===== src/rtl/vga_sync_receiver.sv =====
// vga_sync_receiver: recovers raster position from hsync/vsync, checks line
// and frame timing, locks after clean frames and emits visible pixels.
module vga_sync_receiver #(
    parameter int H_SYNC      = 96,
    parameter int H_BACK      = 48,
    parameter int H_ACTIVE    = 640,
    parameter int H_TOTAL     = 800,
    parameter int V_SYNC      = 2,
    parameter int V_BACK      = 33,
    parameter int V_ACTIVE    = 480,
    parameter int V_TOTAL     = 525,
    parameter int LOCK_FRAMES = 2
) (
    input  logic       vga_clk,
    input  logic       rst_n,
    input  logic [2:0] rgb_in,
    input  logic       hsync_in,
    input  logic       vsync_in,
    output logic       locked,
    output logic       pix_valid,
    output logic [9:0] pix_x,
    output logic [9:0] pix_y,
    output logic [2:0] pix_rgb,
    output logic       line_err,
    output logic       frame_err,
    output logic [7:0] err_count
);

    localparam int WD_W = $clog2(2 * H_TOTAL + 1);
    localparam int GW   = $clog2(LOCK_FRAMES + 1);

    localparam logic [10:0] H_LAST = 11'(H_TOTAL - 1);
    localparam logic [10:0] H_SW   = 11'(H_SYNC);
    localparam logic [10:0] H_VIS0 = 11'(H_SYNC + H_BACK);
    localparam logic [10:0] H_VIS1 = 11'(H_SYNC + H_BACK + H_ACTIVE);
    localparam logic [9:0]  H_X0   = 10'(H_SYNC + H_BACK);
    localparam logic [10:0] H_MAX  = 11'h7FF;

    localparam logic [9:0]  V_LAST = 10'(V_TOTAL - 1);
    localparam logic [9:0]  V_SW   = 10'(V_SYNC);
    localparam logic [9:0]  V_VIS0 = 10'(V_SYNC + V_BACK);
    localparam logic [9:0]  V_VIS1 = 10'(V_SYNC + V_BACK + V_ACTIVE);
    localparam logic [9:0]  V_MAX  = 10'h3FF;

    localparam logic [WD_W-1:0] WD_MAX = WD_W'(2 * H_TOTAL);
    localparam logic [GW-1:0]   G_LAST = GW'(LOCK_FRAMES - 1);

    typedef enum logic [1:0] {
        SEARCH = 2'd0,
        TRACK  = 2'd1,
        LOCKED = 2'd2
    } state_t;

    logic            r_hs;
    logic            r_vs;
    logic [2:0]      r_rgb;
    logic            r_hs_d;
    logic            r_vs_d;

    logic [10:0]     r_hpos;
    logic [10:0]     r_hwidth;
    logic            r_hseen;
    logic [WD_W-1:0] r_wd;

    logic [9:0]      r_vpos;
    logic [9:0]      r_vwidth;
    logic            r_vpend;

    state_t          r_state;
    logic [GW-1:0]   r_good;
    logic            r_bad;

    logic            r_locked;
    logic            r_pix_valid;
    logic [9:0]      r_pix_x;
    logic [9:0]      r_pix_y;
    logic [2:0]      r_pix_rgb;
    logic            r_line_err;
    logic            r_frame_err;
    logic [7:0]      r_err;

    logic            w_hfall;
    logic            w_hrise;
    logic            w_vfall;
    logic [10:0]     w_hpos;
    logic [WD_W-1:0] w_wd;
    logic            w_timeout;
    logic            w_line_bad;
    logic            w_line_err;

    logic            w_pend;
    logic            w_fstart;
    logic [9:0]      w_vpos;
    logic            w_frame_bad;
    logic            w_frame_err;

    state_t          w_state_n;
    logic [GW-1:0]   w_good_n;
    logic            w_bad_n;

    logic            w_lock_n;
    logic            w_hvis;
    logic            w_vvis;
    logic            w_pix_n;
    logic [9:0]      w_px;
    logic [9:0]      w_py;
    logic [1:0]      w_err_inc;
    logic [8:0]      w_err_sum;

    always_ff @(posedge vga_clk or negedge rst_n) begin
        if (!rst_n) begin
            r_hs   <= 1'b0;
            r_vs   <= 1'b0;
            r_rgb  <= 3'd0;
            r_hs_d <= 1'b0;
            r_vs_d <= 1'b0;
        end else begin
            r_hs   <= hsync_in;
            r_vs   <= vsync_in;
            r_rgb  <= rgb_in;
            r_hs_d <= r_hs;
            r_vs_d <= r_vs;
        end
    end

    assign w_hfall = r_hs_d & ~r_hs;
    assign w_hrise = r_hs & ~r_hs_d;
    assign w_vfall = r_vs_d & ~r_vs;

    // w_hpos is the position of the sample currently held in r_hs/r_rgb.
    assign w_hpos = w_hfall ? 11'd0
                  : (r_hpos == H_MAX) ? r_hpos
                  : r_hpos + 11'd1;

    assign w_line_bad = (r_hpos != H_LAST) || (r_hwidth != H_SW);
    assign w_line_err = w_hfall & r_hseen & w_line_bad;

    assign w_wd = w_hfall ? '0
                : (r_wd == WD_MAX) ? r_wd
                : r_wd + 1'b1;

    // Armed only after a first hsync fall, so it fires once per outage.
    assign w_timeout = r_hseen & ~w_hfall & (w_wd == WD_MAX);

    always_ff @(posedge vga_clk or negedge rst_n) begin
        if (!rst_n) begin
            r_hpos   <= 11'd0;
            r_hwidth <= 11'd0;
            r_hseen  <= 1'b0;
            r_wd     <= '0;
        end else begin
            r_hpos <= w_hpos;
            r_wd   <= w_wd;
            if (w_hfall) begin
                r_hwidth <= 11'd0;
            end else if (w_hrise) begin
                r_hwidth <= w_hpos;
            end
            if (w_timeout) begin
                r_hseen <= 1'b0;
            end else if (w_hfall) begin
                r_hseen <= 1'b1;
            end
        end
    end

    assign w_pend   = r_vpend | w_vfall;
    assign w_fstart = w_hfall & w_pend;

    assign w_vpos = w_fstart ? 10'd0
                  : !w_hfall ? r_vpos
                  : (r_vpos == V_MAX) ? r_vpos
                  : r_vpos + 10'd1;

    assign w_frame_bad = (r_vpos != V_LAST) || (r_vwidth != V_SW);
    assign w_frame_err = (w_fstart & (r_state != SEARCH) & w_frame_bad)
                       | w_timeout;

    always_ff @(posedge vga_clk or negedge rst_n) begin
        if (!rst_n) begin
            r_vpos   <= 10'd0;
            r_vwidth <= 10'd0;
            r_vpend  <= 1'b0;
        end else begin
            r_vpos  <= w_vpos;
            r_vpend <= w_fstart ? 1'b0 : w_pend;
            if (w_fstart) begin
                r_vwidth <= {9'd0, ~r_vs};
            end else if (w_hfall && !r_vs && r_vwidth != V_MAX) begin
                r_vwidth <= r_vwidth + 10'd1;
            end
        end
    end

    // r_bad remembers any error inside the frame being tracked.
    always_comb begin
        w_state_n = r_state;
        w_good_n  = r_good;
        w_bad_n   = r_bad | w_line_err | w_frame_err;
        unique case (r_state)
            SEARCH: begin
                if (w_fstart) begin
                    w_state_n = TRACK;
                    w_good_n  = '0;
                end
            end
            TRACK: begin
                if (w_timeout) begin
                    w_state_n = SEARCH;
                    w_good_n  = '0;
                end else if (w_fstart) begin
                    if (w_bad_n) begin
                        w_good_n = '0;
                    end else if (r_good == G_LAST) begin
                        w_state_n = LOCKED;
                        w_good_n  = '0;
                    end else begin
                        w_good_n = r_good + 1'b1;
                    end
                end
            end
            LOCKED: begin
                if (w_timeout) begin
                    w_state_n = SEARCH;
                    w_good_n  = '0;
                end else if (w_line_err || w_frame_err) begin
                    w_state_n = TRACK;
                    w_good_n  = '0;
                end
            end
            default: begin
                w_state_n = SEARCH;
                w_good_n  = '0;
            end
        endcase
    end

    always_ff @(posedge vga_clk or negedge rst_n) begin
        if (!rst_n) begin
            r_state <= SEARCH;
            r_good  <= '0;
            r_bad   <= 1'b0;
        end else begin
            r_state <= w_state_n;
            r_good  <= w_good_n;
            r_bad   <= w_fstart ? 1'b0 : w_bad_n;
        end
    end

    assign w_lock_n = (w_state_n == LOCKED);
    assign w_hvis   = (w_hpos >= H_VIS0) && (w_hpos < H_VIS1);
    assign w_vvis   = (w_vpos >= V_VIS0) && (w_vpos < V_VIS1);
    assign w_pix_n  = w_lock_n & w_hvis & w_vvis;
    assign w_px     = w_hpos[9:0] - H_X0;
    assign w_py     = w_vpos - V_VIS0;

    assign w_err_inc = {1'b0, w_line_err} + {1'b0, w_frame_err};
    assign w_err_sum = {1'b0, r_err} + {7'd0, w_err_inc};

    always_ff @(posedge vga_clk or negedge rst_n) begin
        if (!rst_n) begin
            r_locked    <= 1'b0;
            r_pix_valid <= 1'b0;
            r_pix_x     <= 10'd0;
            r_pix_y     <= 10'd0;
            r_pix_rgb   <= 3'd0;
            r_line_err  <= 1'b0;
            r_frame_err <= 1'b0;
            r_err       <= 8'd0;
        end else begin
            r_locked    <= w_lock_n;
            r_pix_valid <= w_pix_n;
            r_line_err  <= w_line_err;
            r_frame_err <= w_frame_err;
            r_err       <= w_err_sum[8] ? 8'hFF : w_err_sum[7:0];
            if (w_pix_n) begin
                r_pix_x   <= w_px;
                r_pix_y   <= w_py;
                r_pix_rgb <= r_rgb;
            end
        end
    end

    assign locked    = r_locked;
    assign pix_valid = r_pix_valid;
    assign pix_x     = r_pix_x;
    assign pix_y     = r_pix_y;
    assign pix_rgb   = r_pix_rgb;
    assign line_err  = r_line_err;
    assign frame_err = r_frame_err;
    assign err_count = r_err;

endmodule


===== config.mk =====
export PLATFORM = sky130hd
export DESIGN_NAME = vga_sync_receiver
export DESIGN_NICKNAME = d
export VERILOG_FILES = /design/src/rtl/vga_sync_receiver.sv
export SDC_FILE = /design/constraint.sdc
export NUM_CORES = 1
export LEC_CHECK = 0
export CORE_UTILIZATION = 45
export DETAILED_ROUTE_END_ITERATION = 12
export GPL_ROUTABILITY_DRIVEN = 0
export GPL_TIMING_DRIVEN = 0
export PLACE_DENSITY_LB_ADDON = 0.12
export RECOVER_POWER = 50
export SETUP_SLACK_MARGIN = 0.1
export SLEW_MARGIN = 10
export SYNTH_ARGS = -nofsm -noshare
export SYNTH_HDL_FRONTEND = slang
export SYNTH_SLANG_ARGS = --single-unit

===== constraint.sdc =====
create_clock -name vga_clk -period 8.6 [get_ports vga_clk]
set_input_delay 1.72 -clock vga_clk [delete_from_list [all_inputs] [get_ports vga_clk]]
set_output_delay 1.72 -clock vga_clk [all_outputs]
set_load 0.02 [all_outputs]

==> results.ini, run 1 <==
[detailed_routing]
finalWirelength_um = 11130
vias_per_cell = 5.588
drt_iter0_markers = 201
first_pass_iters = 5
wl_per_cell_um = 15.87
postRouteAntennaNets = 0
vias = 3917
route.detailed.drc = 0

[floorplanning]
rows = 39
die_y_um = 110.3
pin_count = 42
core_area_um2 = 11420
initial_core_util_pct = 46.20
fp.dieW_um = 110.3
die_area_um2 = 12160

[pwr]
power.internal_uw = 923.8
clock_power_share_pct = 33.3
power_per_cell_area_nw_per_um2 = 213.1
leakagePower_nw = 2.850
combinationalPowerShare_pct = 22.5
power.net_switching_uw = 398.9
peakVddDrop_v = 0.0001770
seq_power_share_pct = 44.2
finalPower_mw = 1.323
p_sw_share_pct = 30.16

[cts]
cts.sink_count = 102
worst_setup_hold_path_clk_slew_ns = 0.07
cts_hold_buffers_added = 0
cts_inserted_buffers = 9
clock_tree.buffer_depth = 2
postCtsSetupRepairBufs = 0
ctsRootBufferMaster = clkbuf_16
clock_insertion_delay_at_the_later_pin_of_the_skew_report_ns = 0.35
number_of_instances_resized_during_post_cts_repair = 0
tritoncts = yes
cts.htree.levels = 3

[hold_path]
min-delay-path-class = reg2reg

[timing]
timing.max_slew.rel_slack_pct = -40.81
worst_slew_pin_slew_ns = 2.112
final.setup.tns_ns = 0
final.setup_skew_ns = 0.007805
timing.final.crit_share_pct = 48.09
slew_violations = 37
setup_viol = 0
fmaxAchievable_mhz = 241.8
final-hold-violation-count = 0
setup_slack_ns = 4.464
setup_repair_after_global_routing_missed_its_margin = no
timing.final.crit_period_ns = 4.136

[synthesis]
synth.top_cells.by_area = dfrtp_1, mux2_4, nor2_1
syn_nets = 521
synthesis.area_per_instance_um2 = 10.53
yosysUniqueCellTypes = 67
mappedNetlistArea_um2 = 5275
post_synth_arst_share_pct = 100.0
yosysWarningCount = 0
yosysTopAreaCellShare_pct = 48.39
yosys.area.top_type = dfrtp_1
synth_edf_count = 0
synth_flop_cell = dfrtp_1
ys_ff_latch = 102
synth.yosys.seq_area_share_pct = 48.39
post_synthesis_instance_total = 501

[grt]
first_pass_grt_wire_length_um = 18710
track_usage_pct = 20.12
grt_antenna_before_repair = 0
first_global_vias = 3844
grt_max_degree = 67
overflow_left_after_global_routing = 0

[final_layout]
final-seq-area_um2 = 2552
antenna-diode-count = 0
multiInputGateArea_um2 = 2511
share_of_post_route_cells_with_drive_strength_above_1_pct = 10.39
flow.area_growth_from_synthesis_pct = 17.65
final_nets = 574
fillCellCount = 1037

[setup_path]
cp.arrival_ns = 4.36
crit_required_ns = 8.83
cp_max_fo = 10
kind_of_end_point_of_the_critical_path = flop
critPathKind = reg2reg
crit_path_start_kind = flop

[outcome]
status = finished, violations left
violations = max-capacitance violations, max-slew violations

[place]
place_worst_setup_slack_ns = 4.680
port-buffer-count = 41
dpl.hpwl_um = 8039

[flow_run]
cap_violations = 1

[cell families (layout without fill, tap and decap cells)]
logic type | Yosys count | after routing | synth area share, %
adders and majority gates | 13 | 13 | 3.226
DFF | 102 | 102 | 48.39
and+or+nand+nor | 186 | 186 | 19.17
muxes | 38 | 38 | 8.942
xor gates and xnor gates | 28 | 28 | 4.649
AOI/OAI and AO/OA | 85 | 85 | 11.62
buffers and inverters | 49 | 106 | 4.008
[power groups by stage]
stage	clock (mW)	combinational (mW)	sequential, mW
after floorplan	0	0.192	0.597
after global placement	0	0.292	0.590
after detailed placement	0	0.299	0.591
after CTS	0.454	0.302	0.583
after global routing	0.468	0.340	0.593
final	0.440	0.298	0.584
[layout by cell type (no fill, tap or decap), types with 3 or more instances in the layout]
cell and count:
dfrtp_1 102, or3_1 7, o31ai_1 5, clkbuf_1 13, dlygate4sd3_1 5, clkdlybuf4s50_1 35, a41oi_1 4, buf_6 3
a21oi_1 16, nand4_1 9, mux2i_1 13, or4_1 4, o221ai_1 3, and3_1 7, nor4_1 3, a31oi_1 4
nor3_1 17, ha_1 12, nand3_1 22, nor2b_1 6, o211ai_1 3, mux2_4 16, nor4b_1 3, and2_1 4
inv_1 30, o21ai_0 16, xor2_1 13, clkbuf_16 9, and4_1 5, a21o_1 3, nand2b_1 4, mux2_2 9
a211oi_1 3, nor2_1 44, xnor2_1 15, nand2_1 38
[area by class of cell]
cell class | count | share of cell area (%)
Buffer | 19 | 1.552
Clock buffer | 11 | 4.073
Clock inverter | 4 | 1.129
Inverter | 30 | 1.815
Multi-Input combinational cell | 350 | 40.46
Sequential cell | 102 | 41.13
Tap cell | 143 | 2.883
Timing Repair Buffer | 42 | 6.956
[sequential cells by signal (all words and copies together) (netlist names), 2 cells and up]
signal and cells:
r_vwidth 10, r_wd 11, r_hpos 11, pix_x 10, r_hwidth 11, pix_y 10, r_good 2, err_count 8
r_state 2, r_vpos 10, r_rgb 3, pix_rgb 3
[layer usage]
| layer | vias to the layer above | track usage, % | routed length, µm |
|---|---|---|---|
| li1 | 1904 | - | - |
| met4 | 0 | 6.955 | 252 |
| met5 | - | 0 | 0 |
| met2 | 63 | 31.72 | 5243 |
| met3 | 21 | 5.291 | 398 |
| met1 | 1929 | 26.80 | 5231 |
[Yosys cell counts (12+ instances only)]
| master | number |
|---|---|
| a21oi_1 | 16 |
| dfrtp_1 | 102 |
| ha_1 | 12 |
| inv_1 | 30 |
| mux2_4 | 16 |
| mux2i_1 | 13 |
| nand2_1 | 38 |
| nand3_1 | 22 |
| nor2_1 | 44 |
| nor3_1 | 17 |
| o21ai_0 | 16 |
| xnor2_1 | 15 |
| xor2_1 | 13 |
[path summary, 6_finish.rpt]
path                       cells past startpoint   from        end  slack, ns
min reg2reg                                    0   r_hs     r_hs_d       0.42
min                                            0   r_hs     r_hs_d       0.42
min in group asynchronous                      1  rst_n    r_wd[6]       1.98
max reg2reg                                   14   r_hs   pix_x[4]       4.46
max in group asynchronous                      1  rst_n  r_vpos[1]       5.40
max                                           14   r_hs   pix_x[4]       4.46
[metrics by stage]
stage | instances | utilization [%] | hold slack, ns | instance area, µm²
finish | 701 | 54.35 | 0.4248 | 6206
detailed placement | 686 | 51.61 | 0.4160 | 5893
global placement | 685 | 51.36 | 0.4147 | 5864
global route | 701 | 54.35 | 0.4340 | 6206
CTS | 701 | 54.44 | 0.4269 | 6216
floorplan | 501 | - | 0.3537 | 5275
[worst max-delay path, cell delays in order, from the launching register on]
cell	delay, ns
dfrtp_1	0.41
inv_1	0.07
ha_1	0.23
clkbuf_1	0.46
clkbuf_1	0.43
nor2_1	0.09
mux2i_1	0.49
ha_1	0.27
o221ai_1	0.11
nor2_1	0.14
a211oi_1	0.09
a211oi_1	0.51
nand3_4	0.21
buf_6	0.21
mux2_4	0.30
Note: power is estimated with default switching activity, not from simulation.
==> run 2: changes to the inputs <==
==> constraint.sdc (replaced) <==
create_clock -name vga_clk -period 4.1 [get_ports vga_clk]
set_input_delay 0.82 -clock vga_clk [delete_from_list [all_inputs] [get_ports vga_clk]]
set_output_delay 0.82 -clock vga_clk [all_outputs]
set_load 0.02 [all_outputs]
==> results.ini, run 2 (same netlist as run 1, synthesis figures left out) <==
[outcome]
status = finished, violations left
violations = max-capacitance violations, max-slew violations

[setup_path]
crit_required_ns = 4.33  ; -4.50 ns
setup.worst_path.start = r_hpos[3]
crit_path_start_kind = flop
critPathKind = reg2reg
kind_of_end_point_of_the_critical_path = flop
cp_max_fo = 10  ; unchanged
cp.arrival_ns = 4.00  ; -0.36 ns
crit-reg2reg-launch = r_hpos[3]

[detailed_routing]
vias_per_cell = 5.646  ; +1.0%
postRouteAntennaNets = 0  ; unchanged
route.detailed.drc = 0  ; unchanged
wl_per_cell_um = 15.85  ; -0.11%
vias = 3975  ; +1.5%
drt_iter0_markers = 215  ; +7.0%
finalWirelength_um = 11160  ; +0.31%
first_pass_iters = 5  ; unchanged

[timing]
slew_violations = 37  ; unchanged
final-hold-violation-count = 0  ; unchanged
worst_slew_pin_slew_ns = 2.110  ; -0.002382 ns
setup_repair_after_global_routing_missed_its_margin = no
setup_viol = 0  ; unchanged
final.setup.tns_ns = 0  ; unchanged
setup_slack_ns = 0.3294  ; -4.135 ns
timing.final.crit_period_ns = 3.771  ; -0.3649 ns
final.setup_skew_ns = 0.009748  ; +0.001944 ns
timing.max_slew.rel_slack_pct = -40.66  ; +0.16 points
timing.final.crit_share_pct = 91.97  ; +44 points
fmaxAchievable_mhz = 265.2  ; +9.7%

[floorplanning]
core_area_um2 = 11420  ; unchanged
pin_count = 42  ; unchanged
fp.dieW_um = 110.3  ; unchanged
die_area_um2 = 12160  ; unchanged
die_y_um = 110.3  ; unchanged
rows = 39  ; unchanged
initial_core_util_pct = 46.20  ; unchanged

[final_layout]
layout_common_cells = dfrtp_1, nor2_1, nand2_1
largestRegisters = r_hpos (11), r_hwidth (11), r_wd (11)
share_of_post_route_cells_with_drive_strength_above_1_pct = 11.76  ; +1.4 points
layout.cells.most_common = dfrtp_1
flow.area_growth_from_synthesis_pct = 18.36
final_nets = 577  ; +0.52%
antenna-diode-count = 0  ; unchanged
post-route-cell-area_um2 = 6243  ; +0.60%

[hold_path]
min-delay-path-class = reg2reg
min-delay-start = r_hs

[grt]
grt_max_degree = 67  ; unchanged
first_pass_grt_wire_length_um = 18710  ; unchanged
track_usage_pct = 20.12  ; unchanged
overflow_left_after_global_routing = 0  ; unchanged
first_global_vias = 3844  ; unchanged
grt_antenna_before_repair = 0  ; unchanged

[pwr]
power.net_switching_uw = 834.8  ; +110%
power.internal_mw = 1.939  ; +110%
leakagePower_nw = 2.876  ; +0.90%
finalPower_mw = 2.774  ; +110%
power_per_cell_area_nw_per_um2 = 444.3  ; +110%
clock_power_share_pct = 33.2  ; about the same
seq_power_share_pct = 44.2  ; about the same
p_sw_share_pct = 30.09  ; -0.061 points
peakVddDrop_v = 0.0003728  ; +110%
combinationalPowerShare_pct = 22.6  ; about the same

[place]
dpl.hpwl_um = 8039  ; unchanged
place_worst_setup_slack_ns = 0.1802  ; -4.500 ns
port-buffer-count = 41  ; unchanged
dpl-instance-area_um2 = 5893  ; unchanged

[cts]
cts.sink_count = 102  ; unchanged
ctsRootBufferMaster = clkbuf_16
clock_insertion_delay_at_the_later_pin_of_the_skew_report_ns = 0.35  ; about the same
clock_tree.buffer_depth = 2  ; unchanged
cts_inserted_buffers = 9  ; unchanged
worst_setup_hold_path_clk_slew_ns = 0.07  ; about the same
cts.htree.levels = 3  ; unchanged
tritoncts = yes

[flow_run]
cap_violations = 1  ; unchanged

## run 2: changes by cell type in the layout (fill, tap and decap cells not counted), sizes merged
| cell | previous run | this run |
|---|---|---|
| buf | 8 | 13 |
| clkbuf | 24 | 22 |
## run 2: area by class of cell
class | count | area, µm²
Timing Repair Buffer | 45 | 454.2
Clock inverter | 4 | 70.07
Buffer | 19 | 100.1
Sequential cell | 102 | 2552
Fill cell | 1032 | 5175
Tap cell | 143 | 178.9
Multi-Input combinational cell | 350 | 2522
Inverter | 30 | 112.6
Clock buffer | 11 | 252.7
## run 2: final timing paths
| check | endpoint | slack [ns] | cells after the start |
|---|---|---|---|
| worst max-delay path | pix_x[4] | 0.33 | 13 |
| worst max register to register | pix_x[4] | 0.33 | 13 |
| max in group asynchronous | r_vpos[1] | 1.81 | 1 |
| worst min-delay path | r_hs_d | 0.43 | 0 |
| min in group asynchronous | r_wd[6] | 1.08 | 1 |
| worst min register to register | r_hs_d | 0.43 | 0 |
## run 2: repair_timing
item / 4_1_cts / 5_1_grt
buffers inserted: 0 / 3
endpoints found under the setup margin: 0 / 24
gates resized for setup: 0 / 5
hold buffers: 0 / 0
## run 2: worst max-delay path: stages (launching register included)
cell      delay, ns
dfrtp_1        0.46
and4_1         0.21
clkbuf_1       0.24
nand4_1        0.28
nand4_1        0.23
mux2i_2        0.43
ha_1           0.24
o221ai_1       0.11
nor2_1         0.13
a211oi_1       0.09
a211oi_1       0.52
nand3_4        0.21
buf_6          0.21
mux2_4         0.30
## run 2: power groups by stage
stage               clock network, mW  logic [mW]  registers, mW
floorplan                           0       0.403           1.25
global placement                    0       0.612           1.24
detailed placement                  0       0.628           1.24
CTS                             0.952       0.633           1.22
global route                    0.982       0.715           1.24
finish                          0.922       0.626           1.23
## run 2: routing by layer
metal	share of wire [%]	track usage, %	up-vias
met1	47	26.80	1972
met5	0	0	-
met2	48	31.72	72
met4	2.0	6.955	0
li1	-	-	1910
met3	3.4	5.291	21
## run 2: metrics by stage
step	hold WS (ns)	cells	util [%]
detailed placement	0.4160	686	51.61
finish	0.4292	704	54.68
global route	0.4340	704	54.68
CTS	0.3677	701	54.44
floorplan	0.3537	501	-
global placement	0.4147	685	51.36
